--- config.mk ---
export PLATFORM = sky130hd
export DESIGN_NAME = cyclic_decoder_meggitt
export DESIGN_NICKNAME = d
export VERILOG_FILES = /design/src/rtl/cyclic_decoder_meggitt.sv
export SDC_FILE = /design/constraint.sdc
export NUM_CORES = 1
export LEC_CHECK = 0
export ABC_AREA = 1
export CORE_MARGIN = 2
export CORE_UTILIZATION = 40
export CTS_CLUSTER_SIZE = 8
export DETAILED_ROUTE_END_ITERATION = 8
export HOLD_SLACK_MARGIN = 0.15
export PLACE_DENSITY_LB_ADDON = 0.2
export SLEW_MARGIN = 20
export SYNTH_ARGS = -nofsm -noshare
export SYNTH_HDL_FRONTEND = slang
export SYNTH_SLANG_ARGS = --single-unit
--- constraint.sdc ---
create_clock -name clk -period 4.6 [get_ports clk]
set_clock_uncertainty 0.2 [all_clocks]
set_input_delay 0.92 -clock clk [delete_from_list [all_inputs] [get_ports clk]]
set_output_delay 0.92 -clock clk [all_outputs]
set_load 0.005 [all_outputs]
--- src/rtl/cyclic_decoder_meggitt.sv ---
// Serial Meggitt decoder for the (15,11) cyclic code, g(x)=x^4+x+1.
// A receive stage builds the syndrome while the drain stage emits corrected data of the previous word.
module cyclic_decoder_meggitt #(
  parameter int N = 15,
  parameter int K = 11,
  parameter logic [3:0] MEGGITT = 4'b1001
) (
  input  logic clk,
  input  logic reset,
  input  logic in_valid,
  input  logic in_sof,
  input  logic in_bit,
  output logic in_ready,
  output logic out_valid,
  input  logic out_ready,
  output logic out_bit,
  output logic out_sof,
  output logic out_eof,
  output logic out_err,
  output logic sof_err
);

  localparam int CW = $clog2(N + 1);
  localparam logic [CW-1:0] LAST_IN = CW'(N - 1);
  localparam logic [CW-1:0] LAST_OUT = CW'(K - 1);

  typedef enum logic [1:0] {IDLE, RECV, FULL} rx_state_t;

  rx_state_t rx_state;
  logic [CW-1:0] rx_cnt;
  logic [N-1:0] rx_buf;
  logic [3:0] rx_syn;

  logic d_busy;
  logic [N-1:0] d_buf;
  logic [3:0] d_syn;
  logic [CW-1:0] d_cnt;
  logic d_err;

  logic accept;
  logic fb;
  logic [3:0] syn_shift;
  logic [N-1:0] buf_shift;
  logic last_bit;
  logic d_take;
  logic d_last;
  logic drain_free;
  logic load_now;
  logic load;
  logic [N-1:0] load_buf;
  logic [3:0] load_syn;
  logic d_corr;
  logic [3:0] syn_rot;

  assign in_ready  = (rx_state != FULL);
  assign accept    = in_valid & in_ready;
  assign fb        = rx_syn[3];
  assign syn_shift = {rx_syn[2], rx_syn[1], rx_syn[0] ^ fb, in_bit ^ fb};
  assign buf_shift = {rx_buf[N-2:0], in_bit};
  assign last_bit  = accept & ~in_sof & (rx_state == RECV) & (rx_cnt == LAST_IN);

  // The drain stage counts as free on the edge that retires its last bit.
  assign d_take     = d_busy & out_ready;
  assign d_last     = d_take & (d_cnt == LAST_OUT);
  assign drain_free = ~d_busy | d_last;
  assign load_now   = last_bit & drain_free;
  assign load       = load_now | ((rx_state == FULL) & drain_free);
  assign load_buf   = load_now ? buf_shift : rx_buf;
  assign load_syn   = load_now ? syn_shift : rx_syn;

  assign d_corr  = (d_syn == MEGGITT);
  assign syn_rot = {d_syn[2:0], 1'b0} ^ (d_syn[3] ? 4'b0011 : 4'b0000);

  assign out_valid = d_busy;
  assign out_bit   = d_busy & (d_buf[N-1] ^ d_corr);
  assign out_sof   = d_busy & (d_cnt == '0);
  assign out_eof   = d_busy & (d_cnt == LAST_OUT);
  assign out_err   = d_busy & d_err;

  always_ff @(posedge clk) begin
    if (reset) begin
      rx_state <= IDLE;
      rx_cnt   <= '0;
      rx_buf   <= '0;
      rx_syn   <= '0;
      sof_err  <= 1'b0;
    end else begin
      sof_err <= accept & in_sof & (rx_state == RECV);
      case (rx_state)
        IDLE, RECV: begin
          if (accept) begin
            if (in_sof) begin
              rx_state <= RECV;
              rx_cnt   <= CW'(1);
              rx_buf   <= {{(N-1){1'b0}}, in_bit};
              rx_syn   <= {3'b000, in_bit};
            end else if (rx_state == RECV) begin
              rx_buf <= buf_shift;
              rx_syn <= syn_shift;
              if (rx_cnt == LAST_IN) begin
                rx_state <= drain_free ? IDLE : FULL;
                rx_cnt   <= '0;
              end else begin
                rx_cnt <= rx_cnt + 1'b1;
              end
            end
          end
        end
        FULL: begin
          if (drain_free) rx_state <= IDLE;
        end
        default: rx_state <= IDLE;
      endcase
    end
  end

  always_ff @(posedge clk) begin
    if (reset) begin
      d_busy <= 1'b0;
      d_buf  <= '0;
      d_syn  <= '0;
      d_cnt  <= '0;
      d_err  <= 1'b0;
    end else if (load) begin
      d_busy <= 1'b1;
      d_buf  <= load_buf;
      d_syn  <= load_syn;
      d_cnt  <= '0;
      d_err  <= |load_syn;
    end else if (d_take) begin
      d_buf <= {d_buf[N-2:0], 1'b0};
      // Once the error bit has been fixed the syndrome is spent.
      d_syn <= d_corr ? 4'b0000 : syn_rot;
      d_cnt <= d_cnt + 1'b1;
      if (d_last) d_busy <= 1'b0;
    end
  end

endmodule

; ---- Yosys cells after proc, flatten, opt, wreduce, memory -nomap -nowiden
; Cells that the tools add are included.
[classes]
mux = 25
n_mul = 0
n_div = 0
n_lt_le_gt_ge = 0
bitwise_logic = 22
n_addsub = 2
n_reduce_logical = 11
n_eq_ne = 10
shift = 0
[ops]
columns = op, count
row1 = $mux 15, 5
row2 = $mux 4, 9
row3 = $and 1x1->1, 14
row4 = $mux 2, 7
row5 = $eq 4x4->1 const B, 3
row6 = $add 4x1->4 const B, 2
row7 = $ne 2x2->1 const B, 3
row8 = $ne 3x3->1 const B, 2
row9 = $reduce_bool 2->1, 3
row10 = $logic_not 4->1, 1
row11 = $pmux 2 s2, 1
row12 = $reduce_and 4->1, 1
row13 = $reduce_or 2->1, 2
row14 = $reduce_or 4->1, 1
row15 = $xor 4x2->4, 1
row16 = $mux 1, 3
row17 = $reduce_and 3->1, 1
row18 = $xor 1x1->1, 3
row19 = $eq 2x1->1 const B, 1
row20 = $eq 2x2->1 const B, 1
row21 = $logic_not 2->1, 1
row22 = $not 1->1, 2
row23 = $or 1x1->1, 2
row24 = $reduce_and 2->1, 1
[word_totals]
word_cells = 80
in_bits = 6
register_bits = 51
mem_bits_rw = 0
romBits = 0
output_inout_bits = 7
mem_count = 0
latchBits = 0

; ---- Logic depth before layout (Yosys ltp)
; Gate-level depths: netlist of the first run.
[depth]
word_depth = 9
depth_mapped = 11
ltp_nobuf = 11

; ---- Worst setup path before layout of the first run
; Ideal clock, no wire load.
[synth_timing]
path_kind = input port to flip-flop
from = input port in_valid
to = register d_buf[1]
setup_slack_ns = 2.479
path_stages = 11
setup_time_ns = 0.122
arrival_ns = 1.799
required_time_ns = 4.278
path_buffers = 1
path_cell_list = nand2_1 -> clkinv_1 -> nand2_2 -> nor2_8 -> nand2_4 -> nand2_8 -> nor2_8 -> buf_6 -> nand2_1 -> nand2_1 -> a21oi_2
[synth_via]
elab_chain_cells = 7
word_cells_on_any_way = 9
cone_classes = mux: 2 / bitwise: 6 / reduce/logical: 1
[synth_rtl]
columns = item, line
row1 = from (decl), 10  ; input logic in_valid,
row2 = $and 1x1->1 *, 56  ; assign accept = in_valid & in_ready;
row3 = $and 1x1->1 * (3 in series), 60  ; assign last_bit = accept & ~in_sof & (rx_state == RECV) & (rx_cnt == LAST_IN);
row4 = $and 1x1->1 *, 66  ; assign load_now = last_bit & drain_free;
row5 = $mux 15 or $or 1x1->1 (tied branches), "68, 67"
row6 = $mux 15 or $reduce_bool 2->1 (tied branches), n/a
row7 = to (signal assigned), 126  ; d_buf <= load_buf;
row8 = to (signal assigned), 131  ; d_buf <= {d_buf[N-2:0], 1'b0};
row9 = to (decl), 35  ; logic [N-1:0] d_buf;
; Every way passes the cells marked *; elsewhere a longest branch is shown, timed or not.
; A chain may end at the register's enable or synchronous reset.

; ---- Final worst setup path of the first run
[layout_timing]
from = register d_syn[0]
to = output port out_bit
[layout_via]
elab_chain_cells = 3
[layout_rtl]
columns = item, line
row1 = from (decl), 36  ; logic [3:0] d_syn;
row2 = from (signal assigned), 127  ; d_syn <= load_syn;
row3 = from (signal assigned), 133  ; d_syn <= d_corr ? 4'b0000 : syn_rot;
row4 = $eq 4x4->1, 71  ; assign d_corr = (d_syn == MEGGITT);
row5 = $xor 1x1->1, 75  ; assign out_bit = d_busy & (d_buf[N-1] ^ d_corr);
row6 = $and 1x1->1, 75
row7 = to (decl), 16  ; output logic out_bit,
; No other way between the ends.

==> qor.yml, run 1 <==
timing:
  drv_slew: 0
  period_share: 0.629
  rsz0062_at_grt: "false"
  tightest_slew_ns: 0.667
  hold_violations: 0
  relSlewSlack: 0.555
  setup_viol: 0
  min_period_ns: 2.89
  fmax_ghz: 0.346
  fin_tns_setup_ns: 0
power_and_ir_drop:
  combPwrFrac: 0.036
  swShare: 0.205
  power.clock.fraction: 0.436
  p_switching_uw: 173
  peakVddDrop_uv: 253
  powerDensity_nw_per_um2: 293
  internal_power_uw: 671
  power_frac_seq: 0.528
  p_leak_nw: 1.14
place:
  port_buffers: 12
  finalWeightedCongestion: 0.799
  post-dp-hpwl_mm: 3.67
  dpl.cell_count: 448
final_layout:
  antennaDiodeCount: 0
  drive_gt1_frac: 0.0686
  area_delta_synth_final_pct: 10.7
  finalNonFillerCells: 456
  nets: 389
  layout_common_cells: "nand2_1 (114), dfxtp_1 (51), inv_1 (42), a21oi_1 (42), o21ai_0 (36)"
  mostFrequentLayoutCell: "nand2_1"
  num-fill-cells: 675
setup_path:
  crit_type: "reg -> out"
  critPathTopFamily: "buffers and inverters"
  cp.required_ns: 3.48
  end_kind: "output pin"
  rr_worst_depth: 10
  worstPathMaxFanout: 3
  reg2reg_to: "d_buf[7]"
  reg2reg_slack_ns: 2.39
  worst_path_max_delay_cell: "clkdlybuf4s50_1"
  r2r-start: "d_cnt[0]"
  cp_num_buf_inv: 1
  cpPeakStageDelay_ns: 0.51
  crit_chain: "nand2_1 -> nor3_1 -> o21ai_0 -> a21oi_1 -> clkdlybuf4s50_1"
  startpoint_type: "register"
  arrival_ns: 1.77
routing:
  drt-initial-drc-count: 148
  firstDrtPassIters: 4
  viasPerCell: 4.90
  wl_mm: 5.29
  antenna_left: 0
  wire_per_inst_um: 11.6
  vias: 2235
  post-route-drc-count: 0
floorplanning:
  core_area_um2: 6310
  die_w_um: 84.7
  placementRows: 29
  die_h_um: 84.7
  start_util: 0.413
  dieArea_um2: 7180
  io_pins: 13
hold_path:
  hold_path_class: "reg -> reg"
  min_to: "rx_buf[14]"
  min_from: "rx_buf[14]"
  worstHoldPathCells: 2
logic_synthesis:
  syn-num-nets: 386
  ys_ff_latch: 51
  yosysWarnings: 0
  syn-mean-instance-area_um2: 6.95
  syn_inst: 375
  syn-cell-area_um2: 2610
  synth_cell_types: 31
  synth_edf_count: 0
  synth_ff_type: "dfxtp_1"
  yosysSeqAreaShare: 0.392
  synth-async-reset-ratio: 0
run:
  drv_cap: 0
clock_tree:
  ctsHoldBuffers: 0
  cts.sinks: 51
  post-cts-setup-buffers: 0
  cts_tree: "done"
  post_cts_resized: 0
  clk_latency_ns: 0.31
  numCtsBuffers: 5
  cts_htree_levels: 2
  cts-root-buf: "clkbuf_8"
  clk_pin_slew_ns: 0.10
  ctsLongestPathBuffers: 2
grt:
  grtUsageMet2: 0.236
  first_global_vias: 2032
  busiest_layer: "met2"
  overflow: 0
  grt_first_pass_wirelength_mm: 9.33
  use_met1: 0.234
  antenna_found_initial: 0
  grt_max_degree: 36
  grt_use_total: 0.161
  grt_use_met3: 0.0413
status:
  status: "completed"
==> synth_stat cells, types with 2 or more instances <==
cell type	instances	area, µm²
nand2_4	3	33.8
or2_2	2	12.5
buf_2	5	25.0
xnor2_1	2	17.5
xor2_1	4	35.0
nand3_1	10	50.1
a21oi_1	42	210
nor2_1	9	33.8
nor2_8	2	40.0
inv_1	42	158
nand2_1	114	428
o21ai_1	11	55.1
dfxtp_1	51	1020
a21oi_2	4	35.0
ha_1	5	62.6
nand4_1	5	31.3
nor3_1	3	15.0
nand3b_1	2	15.0
clkbuf_1	11	41.3
o21ai_0	36	180
nor2_2	2	12.5
==> power by group through the flow <==
stage,registers [mW],logic (mW),clock network (mW)
after detailed placement,0.456,0.0306,0
after global routing,0.447,0.0345,0.396
after global placement,0.456,0.0303,0
final,0.446,0.0302,0.368
after floorplan,0.456,0.0202,0
after CTS,0.446,0.0307,0.377
==> per-stage QoR <==
stage / hold WS [ns] / util / setup WS [ns] / power (mW) / area (µm²)
after floorplan: 0.240 / - / 2.48 / 0.476 / 2610
after global routing: 0.306 / 0.457 / 1.44 / 0.877 / 2890
final: 0.273 / 0.457 / 1.71 / 0.844 / 2890
after CTS: 0.272 / 0.457 / 1.68 / 0.854 / 2890
after detailed placement: 0.254 / 0.436 / 1.62 / 0.487 / 2750
after global placement: 0.249 / 0.436 / 1.66 / 0.487 / 2750
==> cell type report <==
cell class / count / area, µm² / area share
tap: 77 / 96.3 / 0.0334
sequential: 51 / 1020 / 0.354
inverter: 44 / 165 / 0.0572
multi-input combinational: 263 / 1340 / 0.465
timing repair buffer: 13 / 128 / 0.0442
clock inverter: 2 / 60.1 / 0.0208
clock buffer: 6 / 72.6 / 0.0252
==> per-layer routing <==
metal | vias up | wire length (µm)
met1 | 1005 | 2880
met4 | 0 | 68
met5 | - | 0
met2 | 17 | 2240
met3 | 5 | 107
li1 | 1208 | -
==> registers in the layout, summed over array words and instances, names as in the netlist <==
register	count
d_err	1
d_cnt	4
rx_state	2
rx_cnt	4
d_buf	15
sof_err	1
d_syn	4
rx_syn	4
out_valid	1
rx_buf	15
==> how the worst max path moves through the flow <==
stage | slack, ns | startpoint | depth (start not counted) | to
detailed placement | 1.62 | in_sof | 10 | d_buf[9]
global placement | 1.66 | in_sof | 10 | d_buf[2]
floorplan | 2.48 | in_valid | 11 | d_buf[1]
global route | 1.44 | d_syn[0] | 5 | out_bit
CTS | 1.68 | d_syn[0] | 5 | out_bit
finish | 1.71 | d_syn[0] | 5 | out_bit
==> cells by family after synthesis <==
family,Yosys count,share of synthesized area
fa+ha+maj,5,0.0240
buf+inv,61,0.0931
simple gates,157,0.280
xor+xnor,6,0.0202
flops,51,0.392
compound gates,95,0.191
==> tightest hold or removal path: stages, from the launching register on <==
cell	delay, ns
dfxtp_1	0.32
nand2_1	0.06
a21oi_1	0.05
(Power assumes the default switching activity.)
==> run 2: changes to the inputs <==
==> constraint.sdc (replaced) <==
create_clock -name clk -period 2.4 [get_ports clk]
set_clock_uncertainty 0.2 [all_clocks]
set_input_delay 0.48 -clock clk [delete_from_list [all_inputs] [get_ports clk]]
set_output_delay 0.48 -clock clk [all_outputs]
set_load 0.005 [all_outputs]
==> qor.yml, run 2 (synthesis gave the netlist of run 1 again) <==
setup_path:
  end_kind: "output pin"
  worst_path_max_delay_cell: "clkdlybuf4s50_1"
  worstPathMaxFanout: 3  # unchanged
  reg2reg_slack_ns: 0.41  # -1.98 ns
  cp_num_buf_inv: 1  # unchanged
  startpoint_type: "register"
  crit_chain: "nand2_1 -> nor3_4 -> o21ai_0 -> a21oi_1 -> clkdlybuf4s50_1"
  rr_worst_depth: 9  # -1
  arrival_ns: 1.64  # -0.13 ns
  cp.required_ns: 1.72  # -1.76 ns
  critPathTopFamily: "buffers and inverters"
  crit_type: "reg -> out"
  r2r-start: "d_cnt[0]"
  reg2reg_to: "d_buf[13]"
  cpPeakStageDelay_ns: 0.51  # about the same
clock_tree:
  post-cts-setup-buffers: 0  # unchanged
  cts_tree: "done"
  clk_latency_ns: 0.29  # -0.02 ns
  cts_htree_levels: 2  # unchanged
  clk_pin_slew_ns: 0.09  # about the same
  ctsHoldBuffers: 0  # unchanged
  numCtsBuffers: 5  # unchanged
  cts-root-buf: "clkbuf_8"
  post_cts_resized: 1  # +1
  ctsLongestPathBuffers: 2  # unchanged
  cts.sinks: 51  # unchanged
place:
  post-dp-hpwl_mm: 3.74  # +1.9%
  dp_slack_ns: 0.0635  # -1.56 ns
  dpl.cell_count: 456  # +1.8%
  finalWeightedCongestion: 0.821  # +2.7%
  port_buffers: 12  # unchanged
floorplanning:
  placementRows: 29  # unchanged
  die_w_um: 84.7  # unchanged
  dieArea_um2: 7180  # unchanged
  start_util: 0.413  # unchanged
  die_h_um: 84.7  # unchanged
  core_area_um2: 6310  # unchanged
  io_pins: 13  # unchanged
routing:
  vias: 2252  # +0.76%
  wire_per_inst_um: 11.3  # -2.6%
  viasPerCell: 4.85  # -0.98%
  antenna_left: 0  # unchanged
  firstDrtPassIters: 4  # unchanged
  wl_mm: 5.25  # -0.91%
  post-route-drc-count: 0  # unchanged
  drt-initial-drc-count: 117  # -21%
final_layout:
  nets: 397  # +2.1%
  drive_gt1_frac: 0.103  # +0.0348
  antennaDiodeCount: 0  # unchanged
  finalNonFillerCells: 464  # +1.8%
  mostFrequentLayoutCell: "nand2_1"
  largest_registers: "d_buf x15, rx_buf x15"
  area_delta_synth_final_pct: 12.8
  num-fill-cells: 648  # -4.0%
  layout_common_cells: "nand2_1 (114), dfxtp_1 (49), inv_1 (42), a21oi_1 (42), o21ai_0 (36)"
grt:
  grt_first_pass_wirelength_mm: 9.27  # -0.59%
  grt_max_degree: 23  # -36%
  overflow: 0  # unchanged
  first_global_vias: 2036  # +0.20%
  antenna_found_initial: 0  # unchanged
  grt_use_total: 0.153  # -0.00807
status:
  status: "completed"
timing:
  hold_violations: 0  # unchanged
  finalWorstSetupSlack_ns: 0.0800  # -1.63 ns
  min_period_ns: 2.32
  setup_viol: 0  # unchanged
  drv_slew: 0  # unchanged
  period_share: 0.967
  tightest_slew_ns: 0.357  # -0.311 ns
  relSlewSlack: 0.761  # +0.207
  fin_tns_setup_ns: 0  # unchanged
  rsz0062_at_grt: "true"
  fmax_ghz: 0.431
power_and_ir_drop:
  powerDensity_nw_per_um2: 496  # +69%
  power_mw: 1.46  # +73%
  peakVddDrop_uv: 267  # +5.6%
  p_leak_nw: 1.17  # +2.4%
hold_path:
  hold_path_class: "reg -> reg"
  min_to: "rx_buf[14]"
  min_from: "rx_buf[14]"
  worstHoldPathCells: 2  # unchanged
run:
  drv_cap: 0  # unchanged
[run 2: changes by cell type in the layout (fill, tap and decap cells not counted), sizes merged]
| cell | delta |
|---|---|
| buf | +8 |
| bufinv | -2 |
| clkbuf | +1 |
| clkinvlp | +1 |
[run 2: metal layers]
metal	wire [µm]	vias up	track usage
li1	-	1223	-
met1	2790	1001	0.217
met2	2300	24	0.246
met3	117	4	0.0295
met4	38	0	0.0303
met5	0	-	0
[run 2: worst max path at each step]
stage / from / to / slack, ns / depth (start not counted)
global route: d_syn[0] / out_bit / -0.03 / 5
global placement: in_sof / d_buf[8] / 0.07 / 9
CTS: d_syn[0] / out_bit / 0.02 / 5
finish: d_syn[0] / out_bit / 0.08 / 5
detailed placement: in_sof / d_buf[8] / 0.06 / 9
floorplan: d_cnt[0] / d_buf[1] / 0.63 / 11
[run 2: worst register-to-register path, cell delays in order, from the launching register on]
cell and delay [ns]:
dfxtp_1 0.38, inv_1 0.09, ha_1 0.21, nand4_1 0.14, nand2_4 0.12, nand2_4 0.18
buf_4 0.24, o21ai_0 0.11, o21ai_1 0.13, a21oi_1 0.09
[run 2: area by class of cell]
cell class / instances / area [µm²] / area share
clock buffers: 7 / 96.3 / 0.0328
clock inverters: 1 / 7.51 / 0.00255
inverters: 44 / 165 / 0.0562
multi-input cells: 263 / 1360 / 0.464
flip-flops and latches: 51 / 1020 / 0.348
well taps: 77 / 96.3 / 0.0328
repair buffers: 21 / 188 / 0.0638
[run 2: through the flow]
stage | instance area (µm²) | hold WS, ns | util
final | 2940 | 0.267 | 0.466
after global routing | 2940 | 0.284 | 0.466
after CTS | 2920 | 0.269 | 0.463
after detailed placement | 2810 | 0.254 | 0.446
after global placement | 2810 | 0.250 | 0.446
after floorplan | 2610 | 0.240 | -
[run 2: power breakdown]
group	internal, mW	switching (mW)
Sequential	0.850	0.00428
Clock	0.263	0.275
Combinational	0.0242	0.0407
==> edit (config.mk and constraints of run 2) <==
The 3 states of `rx_state_t` get a one-hot encoding in 3 bits.
--- a/src/rtl/cyclic_decoder_meggitt.sv
+++ b/src/rtl/cyclic_decoder_meggitt.sv
@@ -24,7 +24,7 @@
   localparam logic [CW-1:0] LAST_IN = CW'(N - 1);
   localparam logic [CW-1:0] LAST_OUT = CW'(K - 1);
 
-  typedef enum logic [1:0] {IDLE, RECV, FULL} rx_state_t;
+  typedef enum logic [2:0] {IDLE = 3'b001, RECV = 3'b010, FULL = 3'b100} rx_state_t;
 
   rx_state_t rx_state;
   logic [CW-1:0] rx_cnt;
Behaviour: same outputs for any inputs over 10 cycles, from zero or initial values and one cycle with reset high; not proved beyond that.
==> edit against run 2 <==
- area after synthesis rose by 5.9%
- non-clock buffer count rose by 4
- sequential cell count rose by 1
- maximum frequency rose by 9.0%
- wire length rose by 5.1%
- critical endpoint is now in_ready
- synthesized cell count rose by 3.5%
- final area rose by 5.9%
- first-iteration DRC count rose by 21%
- setup slack improved by 0.19 ns
Power is not compared: it rests on default switching activity, and its combinational part moved more than twofold at a synthesized area within 25%.
==> edit: results (changes against run 2) <==
- The flow ran to the end, and the final reports show no timing, DRC or antenna violations.
- The number of cells after detailed placement is 478 (+4.8%).
- The estimated wirelength of the detail-placed design is 4010 um (+7.3%).
- The via count of the first global-routing pass came to 2035 (-0.049%).
- In this run the critical register-to-register path is captured at d_buf[10]$_SDFFE_PP0P_.
- The cell depth of the worst flop-to-flop path was 10 (+1).
- The worst setup slack before clock tree synthesis is 0.0712 ns (+0.00765 ns).
- The worst hold margin came to 0.266 ns (-0.00121 ns).
- The average instance area after synthesis is 7.11 um^2 (+2.4%).
- The number of setup violations in the final report came to 0 (unchanged).
- The share of final-layout standard cells stronger than drive strength 1 is 0.167 (+0.0637).
- The area share of fa/ha/maj cells after synthesis is 0.0227 (-0.00134).
- The synthesized-area fraction occupied by ao, oa, aoi and oai cells came to 0.160 (-0.0311).
- The portion of the clock cycle consumed by the worst path in the final layout was 0.887 (-0.0801).
- The commonest cells after synthesis are sky130_fd_sc_hd__nand2_1 (97), sky130_fd_sc_hd__dfxtp_1 (52), sky130_fd_sc_hd__nor2_1 (43).
- Among all flip-flop cells after synthesis, the most frequent one is sky130_fd_sc_hd__dfxtp_1.
- The last weighted congestion value of the routability-driven placer came to 0.771 (-6.0%).
- The count of placed standard cells in the final layout, fillers left out came to 487 (+5.0%).
- The total global-route track usage is 0.156 (+0.00285).
- The top fanout value on the critical path came to 5 (+2).
- The start point of the critical path is rx_state[1]$_SDFFE_PP0P_.
- The first-pass GRT wire length is 9450 um (+1.9%).
- The largest net degree at the start of global routing is 23 (unchanged).
- The number of buffers added by the clock tree synthesis step was 5 (unchanged).
- The portion of the post-synthesis area used by sequential elements is 0.377 (-0.0146).
- The number of fill cells is 679 (+4.8%).
- The reg-to-reg setup timing slack is 0.37 ns (-0.04 ns).
- The post-place instance area is 3000 um^2 (+6.7%).
- The data arrival time of the critical path is 1.45 ns (-0.19 ns).
- The xor/xnor cell area share of the yosys netlist is 0.0127 (-0.00747).
- The sum of routed wire length over all layers is 5510 um (+5.1%).
- The final net count is 417 (+5.0%).
- The total via count in the routed design is 2339 (+3.9%).
- By area the synthesized netlist is led by sky130_fd_sc_hd__dfxtp_1 (38%), sky130_fd_sc_hd__nand2_1 (13%), sky130_fd_sc_hd__a21oi_1 (6.2%), sky130_fd_sc_hd__nor2_1 (5.8%), sky130_fd_sc_hd__inv_1 (5.2%).
- The insertion delay of the later-clocked pin in the worst-skew pair is 0.31 ns (+0.02 ns).
- The starting DRC count in detailed routing is 142 (+21%).
- The net count of the mapped netlist was 399 (+3.4%).
## edit: metal layers
layer  track usage  share of wire  vias to the layer above
met5             0              0                        -
met4        0.0597          0.017                        0
met3        0.0294          0.028                        6
met2         0.231           0.42                       25
met1         0.224           0.54                     1030
li1              -              -                     1278
## edit: power by group
group | switching [uW] | internal [uW] | leakage (uW)
clock network | 279 | 236 | 0.0000455
registers | 28.8 | 890 | 0.000421
logic | 164 | 83.5 | 0.000886
total | 472 | 1210 | 0.00135
## edit: layout make-up
class | count | area (um^2) | share of cell area
clock buffers | 8 | 90.1 | 0.0289
inverters | 46 | 173 | 0.0555
multi-input cells | 276 | 1460 | 0.468
flip-flops and latches | 52 | 1040 | 0.335
well taps | 80 | 100 | 0.0322
repair buffers | 25 | 250 | 0.0804
## edit: what timing repair did
item	4_1_cts	5_1_grt
setup endpoints to repair	1	3
gates resized for setup	1	5
buffers inserted	0	1
pin swaps	0	1
